**config.mk**
```make
export PLATFORM = sky130hd
export DESIGN_NAME = psw_conditioner
export DESIGN_NICKNAME = d
export VERILOG_FILES = /design/src/rtl/psw_pkg.sv /design/src/rtl/psw_channel.sv /design/src/rtl/psw_conditioner.sv
export SDC_FILE = /design/constraint.sdc
export NUM_CORES = 1
export LEC_CHECK = 0
export ABC_AREA = 1
export BUFFER_PORTS_ARGS = -buffer_cell sky130_fd_sc_hd__buf_2
export CORE_ASPECT_RATIO = 0.9
export CORE_MARGIN = 4
export CORE_UTILIZATION = 30
export DETAILED_ROUTE_END_ITERATION = 10
export GPL_TIMING_DRIVEN = 0
export SLEW_MARGIN = 20
export SYNTH_ARGS = -nofsm -noshare
export SYNTH_HDL_FRONTEND = slang
export SYNTH_SLANG_ARGS = --single-unit
```
**constraint.sdc**
```tcl
create_clock -name CLOCK -period 2.36 [get_ports CLOCK]
set_clock_uncertainty 0.15 [all_clocks]
set_input_delay 0.118 -clock CLOCK [delete_from_list [all_inputs] [get_ports CLOCK]]
set_output_delay 0.118 -clock CLOCK [all_outputs]
set_load 0.05 [all_outputs]
```
**src/rtl/psw_pkg.sv**
```systemverilog
// Shared constants, counter widths and channel state type for the push-button conditioner.
package psw_pkg;

    localparam int NUM_PSW = 4;

    localparam int DEB_CYCLES_DEF  = 20;
    localparam int LONG_CYCLES_DEF = 500;
    localparam int RPT_CYCLES_DEF  = 100;

    // Widths cover the largest legal parameter value, not the defaults.
    localparam int DEB_MAX  = 255;
    localparam int LONG_MAX = 4095;
    localparam int RPT_MAX  = 4095;

    localparam int DEB_W  = $clog2(DEB_MAX + 1);
    localparam int LONG_W = $clog2(LONG_MAX + 1);
    localparam int RPT_W  = $clog2(RPT_MAX + 1);

    typedef enum logic [1:0] {
        IDLE,
        HELD,
        REPEAT
    } psw_state_e;

endpackage

```
**src/rtl/psw_channel.sv**
```systemverilog
// One push-button channel: two-flop synchronizer, debouncer, press/release pulses,
// and the long-hold / auto-repeat state machine.
module psw_channel
    import psw_pkg::*;
#(
    parameter int DEB_CYCLES  = DEB_CYCLES_DEF,
    parameter int LONG_CYCLES = LONG_CYCLES_DEF,
    parameter int RPT_CYCLES  = RPT_CYCLES_DEF
) (
    input  logic clk,
    input  logic rst_n,
    input  logic raw,
    output logic lvl,
    output logic prs,
    output logic rel,
    output logic long_hold,
    output logic rpt
);

    localparam logic [DEB_W-1:0]  DEB_LAST  = DEB_W'(DEB_CYCLES - 1);
    localparam logic [LONG_W-1:0] LONG_LAST = LONG_W'(LONG_CYCLES - 1);
    localparam logic [RPT_W-1:0]  RPT_LAST  = RPT_W'(RPT_CYCLES - 1);

    logic              s1;
    logic              s2;
    logic [DEB_W-1:0]  deb_cnt;
    logic [LONG_W-1:0] hold_cnt;
    logic [RPT_W-1:0]  rpt_cnt;
    psw_state_e        state;

    logic accept;
    logic rise;
    logic fall;

    // NOTE: every always_comb output gets a value on every path, so no latch is inferred.
    always_comb begin
        accept = (s2 != lvl) && (deb_cnt == DEB_LAST);
        rise   = accept && s2;
        fall   = accept && !s2;
    end

    // NOTE: clocked state uses non-blocking assignments so every register sees pre-edge values.
    always_ff @(posedge clk) begin
        if (!rst_n) begin
            s1        <= 1'b0;
            s2        <= 1'b0;
            deb_cnt   <= '0;
            hold_cnt  <= '0;
            rpt_cnt   <= '0;
            lvl       <= 1'b0;
            prs       <= 1'b0;
            rel       <= 1'b0;
            long_hold <= 1'b0;
            rpt       <= 1'b0;
            state     <= IDLE;
        end else begin
            s1  <= raw;
            s2  <= s1;
            prs <= rise;
            rel <= fall;
            rpt <= 1'b0;

            if ((s2 == lvl) || accept) begin
                deb_cnt <= '0;
            end else begin
                deb_cnt <= deb_cnt + 1'b1;
            end

            if (accept) begin
                lvl <= s2;
            end

            // A debounced fall is checked first in every state, so release beats a repeat tick.
            case (state)
                IDLE: begin
                    if (rise) begin
                        state    <= HELD;
                        hold_cnt <= '0;
                    end
                end
                HELD: begin
                    if (fall) begin
                        state <= IDLE;
                    end else if (hold_cnt == LONG_LAST) begin
                        state     <= REPEAT;
                        long_hold <= 1'b1;
                        rpt       <= 1'b1;
                        rpt_cnt   <= '0;
                    end else begin
                        hold_cnt <= hold_cnt + 1'b1;
                    end
                end
                REPEAT: begin
                    if (fall) begin
                        state     <= IDLE;
                        long_hold <= 1'b0;
                    end else if (rpt_cnt == RPT_LAST) begin
                        rpt     <= 1'b1;
                        rpt_cnt <= '0;
                    end else begin
                        rpt_cnt <= rpt_cnt + 1'b1;
                    end
                end
                default: state <= IDLE;
            endcase
        end
    end

endmodule

```
**src/rtl/psw_conditioner.sv**
```systemverilog
// Four independent push-button conditioning channels sharing one clock and reset.
module psw_conditioner
    import psw_pkg::*;
#(
    parameter int DEB_CYCLES  = DEB_CYCLES_DEF,
    parameter int LONG_CYCLES = LONG_CYCLES_DEF,
    parameter int RPT_CYCLES  = RPT_CYCLES_DEF
) (
    input  logic               CLOCK,
    input  logic               RESET,
    input  logic [NUM_PSW-1:0] PSW_IN,
    output logic [NUM_PSW-1:0] PSW_LVL,
    output logic [NUM_PSW-1:0] PSW_PRS,
    output logic [NUM_PSW-1:0] PSW_REL,
    output logic [NUM_PSW-1:0] PSW_LONG,
    output logic [NUM_PSW-1:0] PSW_RPT
);

    for (genvar i = 0; i < NUM_PSW; i++) begin : g_ch
        psw_channel #(
            .DEB_CYCLES (DEB_CYCLES),
            .LONG_CYCLES(LONG_CYCLES),
            .RPT_CYCLES (RPT_CYCLES)
        ) u_ch (
            .clk      (CLOCK),
            .rst_n    (RESET),
            .raw      (PSW_IN[i]),
            .lvl      (PSW_LVL[i]),
            .prs      (PSW_PRS[i]),
            .rel      (PSW_REL[i]),
            .long_hold(PSW_LONG[i]),
            .rpt      (PSW_RPT[i])
        );
    end

endmodule

```
## After elaboration in Yosys (flattened, before gate mapping)

Cells that the tools add are included.

- Word-level logic and storage cells: 257
- Register bits: 164

- Add/subtract/negate cells: 12
- Bitwise gates (word level): 1
- Equality and inequality tests: 56
- Reductions and logical operators: 52
- Mux-type cells: 92

Operator list:

| operator | count |
|---|---|
| $mux 12 | 28 |
| $pmux 12 s2 | 8 |
| $add 12x1->12 const B | 8 |
| $eq 12x7->1 const B | 4 |
| $eq 12x9->1 const B | 4 |
| $reduce_and 4->1 | 12 |
| $add 8x1->8 const B | 4 |
| $eq 8x5->1 const B | 4 |
| $mux 2 | 16 |
| $mux 1 | 28 |
| $ne 2x1->1 const B | 12 |
| $ne 2x2->1 const B | 12 |
| $pmux 2 s3 | 4 |
| $pmux 1 s2 | 8 |
| $reduce_bool 2->1 | 8 |
| $logic_and 1x1->1 | 12 |
| $ne 3x1->1 const B | 4 |
| $reduce_and 3->1 | 4 |
| $eq 2x1->1 const B | 4 |
| $eq 2x2->1 const B | 4 |
| $logic_not 2->1 | 4 |
| $reduce_or 2->1 | 4 |
| $eq 1x1->1 | 4 |
| $logic_not 1->1 | 4 |
| 3 further kinds | 9 |

## Logic depth before layout (Yosys ltp)

- Word-level depth: 5
- Gate-level depth with buffers: 11
- Gate-level depth less buffers: 11

## By module

Synthesis repeated with hierarchy kept, for this count alone.

- Cells, all modules: 1,518
- Area, all modules: 9,507.9 µm²

Modules (own cells, without submodules):

| module | cells each | times used | area each (µm²) |
|---|---|---|---|
| psw_channel at g_ch[0].u_ch ... | 378 | 3 | 2,359.8 |
| psw_channel at g_ch[3].u_ch | 384 | 1 | 2,428.6 |

## Least setup slack after synthesis

No wires, ideal clock.

- Kind: flip-flop to flip-flop
- Start point: register g_ch[1].u_ch.hold_cnt[0]
- End point: register g_ch[1].u_ch.long_hold
- Setup slack: 642 ps
- Required time: 2,097 ps
- Data arrival time: 1,455 ps
- Path buffers: 1
- Cell stages (with the launch flop): 11
- Library setup time: 113 ps
- Cell sequence: dfxtp_1 > ha_1 > nor3b_1 > nand3_2 > nand2_2 > buf_4 > nand2_1 > nor2_1 > nand2_1 > nand2_1 > nor2_1

- Word-level cells in the longest chain between the ends: 3

Ends and longest elaborated chain:

| item | line | text |
|---|---|---|
| start, declared | psw_channel.sv:27 | `logic [LONG_W-1:0] hold_cnt;` |
| start signal, assigned | psw_channel.sv:90 | `hold_cnt <= hold_cnt + 1'b1;` |
| $eq 12x9->1 | psw_channel.sv:84 | `end else if (hold_cnt == LONG_LAST) begin` |
| $ne 2x1->1 (no source line) | n/a |  |
| $reduce_and 4->1 (no source line) | n/a |  |
| end signal, assigned | psw_channel.sv:53 | `long_hold <= 1'b0;` |
| end signal, assigned | psw_channel.sv:86 | `long_hold <= 1'b1;` |
| end signal, assigned | psw_channel.sv:96 | `long_hold <= 1'b0;` |
| end, declared | psw_channel.sv:16 | `output logic long_hold,` |

No other way between the ends.
A chain may end at the register's enable or synchronous reset.

## Worst setup path after layout

- Start point: register g_ch[2].u_ch.state[1]
- End point: register g_ch[2].u_ch.hold_cnt[4]

- Word-level cells in the longest chain between the ends: 3

Ends and longest elaborated chain:

| item | line | text |
|---|---|---|
| start, declared | psw_channel.sv:29 | `psw_state_e state;` |
| start signal, assigned | psw_channel.sv:55 | `state <= IDLE;` |
| start signal, assigned | psw_channel.sv:77 | `state <= HELD;` |
| start signal, assigned | psw_channel.sv:83 | `state <= IDLE;` |
| $eq 2x1->1 or $logic_not 2->1 (tied branches) | psw_channel.sv:74 | `case (state)` |
| $ne 2x2->1 (no source line) (tied with other cells) | n/a |  |
| $reduce_and 4->1 (no source line) | n/a |  |
| end signal, assigned | psw_channel.sv:90 |  |
| end, declared | psw_channel.sv:27 |  |

Parallel ways exist; a longest one is shown, timed or not.

==> results.ini <==
[routing]
via_count=9146
routed_wirelength_mm=23.1
post_drt_wl_per_cell_um=11.7
vias_per_cell=4.62
antenna_left=0
drt_iter0_drc=538
drc_errors=0
drtPass1Iterations=5

[layout]
n_antenna_cell=0
final_nets=1590
drive_above_1_share=0.0961
area_growth_pct=12.8
utilization=0.345
finalNonFillerCells=1981

[timing]
period_minus_slack_ns=2.07
finalSetupViolCount=0
final_max_slew_viol_count=0
max-slew-margin-rel=0.359
final-hold-violation-count=0
tightestPinTransition_ns=0.961
fin_crit_sh=0.879
setup_tns_ns=0
clock.fmax_ghz=0.482
rsz0062_at_grt=false

[floorplanning]
rows=61
start_util=0.306
top_level_ports=26
die_area_mm2=0.0347
coreArea_mm2=0.0311
die_w_um=196
die_h_um=177

[setup_path]
reg2reg_to=g_ch[2].u_ch.hold_cnt[4]$_SDFFE_PN0P_
startpoint=g_ch[2].u_ch.state[1]$_SDFFE_PN0P_
path_buf_inv=4
arrival_ns=2.29
r2r-start=g_ch[2].u_ch.state[1]$_SDFFE_PN0P_
worstSetupPathType=reg -> reg
critical_path_required_ns=2.58
cpPeakStageDelay_ns=0.32
r2r_cells=10
cp.depth=10
crit_slowest_cell=dfxtp_1
reg2reg_slack_ns=0.29
crit_end=g_ch[2].u_ch.hold_cnt[4]$_SDFFE_PN0P_
critical_path.top_delay_family=buffers and inverters
end_kind=flop
path_max_fanout=10
crit_chain=inv_1, ha_1, buf_2, clkinv_1, nand2_1, nand2_4, nand2_4, buf_6, nand2_1, a21oi_1
cp-start-kind=flop

[pwr]
clkPwrFrac=0.402
pwr-share-comb=0.136
power.leakage_nw=4.37
p_per_area_mw_per_mm2=603
p_sw_mw=1.92
intPower_mw=4.55
swShare=0.297
pwr-share-seq=0.462
peakVddDrop_v=0.000507

[yosys]
syn_area_mm2=0.00953
ys_ff_latch=164
synth.distinct_cells=41
ys_warn_count=0
synth.net_count=1542
synthCells=1512
syn_avg_cell_area_um2=6.30
seq_area_frac_synth=0.345

[clock_network]
cts_resized=0
clockBufferDepth=2
clkTransAtPathRegs_ns=0.08
worstSkewPairLatency_ns=0.44
root_buffer=clkbuf_16
numCtsBuffers=17
htreeDepth=4
cts_setup_buffers=0
cts_tree=done
cts.sinks=164

[flow_run]
cap_violations=0

[hold_path]
worstHoldPathType=in -> reg

[run_status]
outcome=completed

[placement]
post-place-cells=1946
gp_congestion=0.891
dp_hpwl_mm=16.8
place.port_buffers=25

[global_routing]
grt_pass1_wl_mm=39.3
gr-total-overflow=0
grt_max_degree=17
antenna_found_initial=0
grt_usage=0.135
grt_pass1_vias=8175

## worst min path at each step
stage	startpoint	to	slack (ns)	cells past startpoint
floorplan	PSW_IN[0]	g_ch[0].u_ch.s1$_SDFF_PN0_	0.07	2
global placement	PSW_IN[3]	g_ch[3].u_ch.s1$_SDFF_PN0_	0.15	3
detailed placement	PSW_IN[3]	g_ch[3].u_ch.s1$_SDFF_PN0_	0.16	3
CTS	RESET	g_ch[3].u_ch.deb_cnt[1]$_SDFF_PP0_	0.13	3
global route	RESET	g_ch[3].u_ch.deb_cnt[2]$_SDFF_PP0_	0.17	3
finish	RESET	g_ch[3].u_ch.deb_cnt[1]$_SDFF_PP0_	0.13	3
## cell type report
type	count	area, um^2
timing repair buffer	29	165
multi-input combinational	1100	5160
clock inverter	12	96.3
buffer	53	339
inverter	195	739
fill	3390	20400
clock buffer	19	443
tap	409	512
sequential	164	3280
## Yosys cell counts
cell | n | area, um^2
a21boi_0 | 1 | 7.51
o21ai_1 | 3 | 15.0
xor2_1 | 8 | 70.1
a21oi_2 | 5 | 43.8
or2_2 | 5 | 31.3
nor3_1 | 34 | 170
o21bai_1 | 3 | 22.5
nand2_1 | 419 | 1570
dfxtp_1 | 164 | 3280
a21oi_1 | 73 | 365
inv_1 | 180 | 676
clkinv_1 | 3 | 11.3
nor2_1 | 260 | 976
buf_4 | 22 | 165
nand2_4 | 6 | 67.6
inv_4 | 3 | 18.8
o211ai_1 | 6 | 45.0
nor2_4 | 6 | 67.6
nand4_1 | 19 | 119
buf_8 | 1 | 15.0
o21ai_0 | 37 | 185
xnor2_1 | 3 | 26.3
a211oi_1 | 1 | 7.51
nor2_8 | 1 | 20.0
buf_6 | 5 | 56.3
o21a_1 | 2 | 15.0
buf_1 | 4 | 15.0
nor2_2 | 5 | 31.3
buf_2 | 7 | 35.0
nand2_2 | 12 | 75.1
nand3b_1 | 3 | 22.5
a31oi_1 | 4 | 25.0
nor4_1 | 4 | 25.0
o21ai_2 | 2 | 17.5
o31ai_1 | 1 | 7.51
nor3b_1 | 13 | 97.6
clkbuf_1 | 14 | 52.6
inv_2 | 9 | 33.8
nand3_1 | 133 | 666
ha_1 | 24 | 300
nand3_2 | 7 | 70.1
## what timing repair did
item                                    CTS  global route
endpoints found under the hold margin     4             0
endpoints found under the setup margin    0             0
hold buffers                              4             0
## power by group through the flow
| stage | sequential, mW | combinational, mW | clock, mW |
|---|---|---|---|
| floorplan | 3.02 | 0.682 | 0 |
| global placement | 3.05 | 0.864 | 0 |
| detailed placement | 3.05 | 0.876 | 0 |
| CTS | 2.99 | 0.884 | 2.69 |
| global route | 3.01 | 1.01 | 2.79 |
| finish | 2.99 | 0.880 | 2.60 |
## cell families (layout without fill, tap and decap cells)
family                   Yosys count  in the layout  share of synthesized area
adder cells (fa/ha/maj)           24             24                     0.0315
AO/OA/AOI/OAI                    138            138                     0.0795
AND/OR/NAND/NOR                  927            927                      0.421
XOR/XNOR                          11             11                     0.0101
flip-flops                       164            164                      0.345
buffers and inverters            248            308                      0.113
## worst reg2reg max path, stage by stage (launching register included)
cell	delay [ns]
dfxtp_1	0.32
inv_1	0.08
ha_1	0.14
buf_2	0.24
clkinv_1	0.30
nand2_1	0.19
nand2_4	0.11
nand2_4	0.13
buf_6	0.15
nand2_1	0.06
a21oi_1	0.12
## cells in the final DEF (no fill, tap or decap), types with 5 or more instances in the layout
cell	count
a21oi_1	73
a21oi_2	5
buf_2	32
buf_4	22
buf_6	5
clkbuf_1	15
clkbuf_16	17
dfxtp_1	164
ha_1	24
inv_1	180
inv_2	9
inv_6	5
nand2_1	419
nand2_2	12
nand2_4	6
nand3_1	133
nand3_2	7
nand4_1	19
nor2_1	260
nor2_2	5
nor2_4	6
nor3_1	34
nor3b_1	13
o211ai_1	6
o21ai_0	37
or2_2	5
xor2_1	8
## state kept, by name, indices dropped and copies added (netlist names)
signal               cells
g_ch.u_ch.deb_cnt       32
g_ch.u_ch.hold_cnt      48
g_ch.u_ch.long_hold      4
g_ch.u_ch.lvl            4
g_ch.u_ch.prs            4
g_ch.u_ch.rel            4
g_ch.u_ch.rpt            4
g_ch.u_ch.rpt_cnt       48
g_ch.u_ch.s1             4
g_ch.u_ch.s2             4
g_ch.u_ch.state          8
## metrics by stage
stage                     area (um^2)  power, mW  hold WS, ns  setup slack (ns)
final                           10700       6.47        0.131             0.285
after global routing            10700       6.80        0.171            0.0822
after CTS                       10700       6.57        0.128             0.257
after detailed placement        10200       3.93        0.155             0.258
after global placement          10200       3.91        0.155             0.287
after floorplan                  9530       3.71       0.0656             0.642
## per-layer routing
metal,track usage,wire (um),vias up
met5,0,0,-
met1,0.190,11800,4126
li1,-,-,4847
met4,0.0407,313,0
met2,0.212,10100,152
met3,0.0234,865,21
Note: power is estimated with default switching activity, not from simulation.
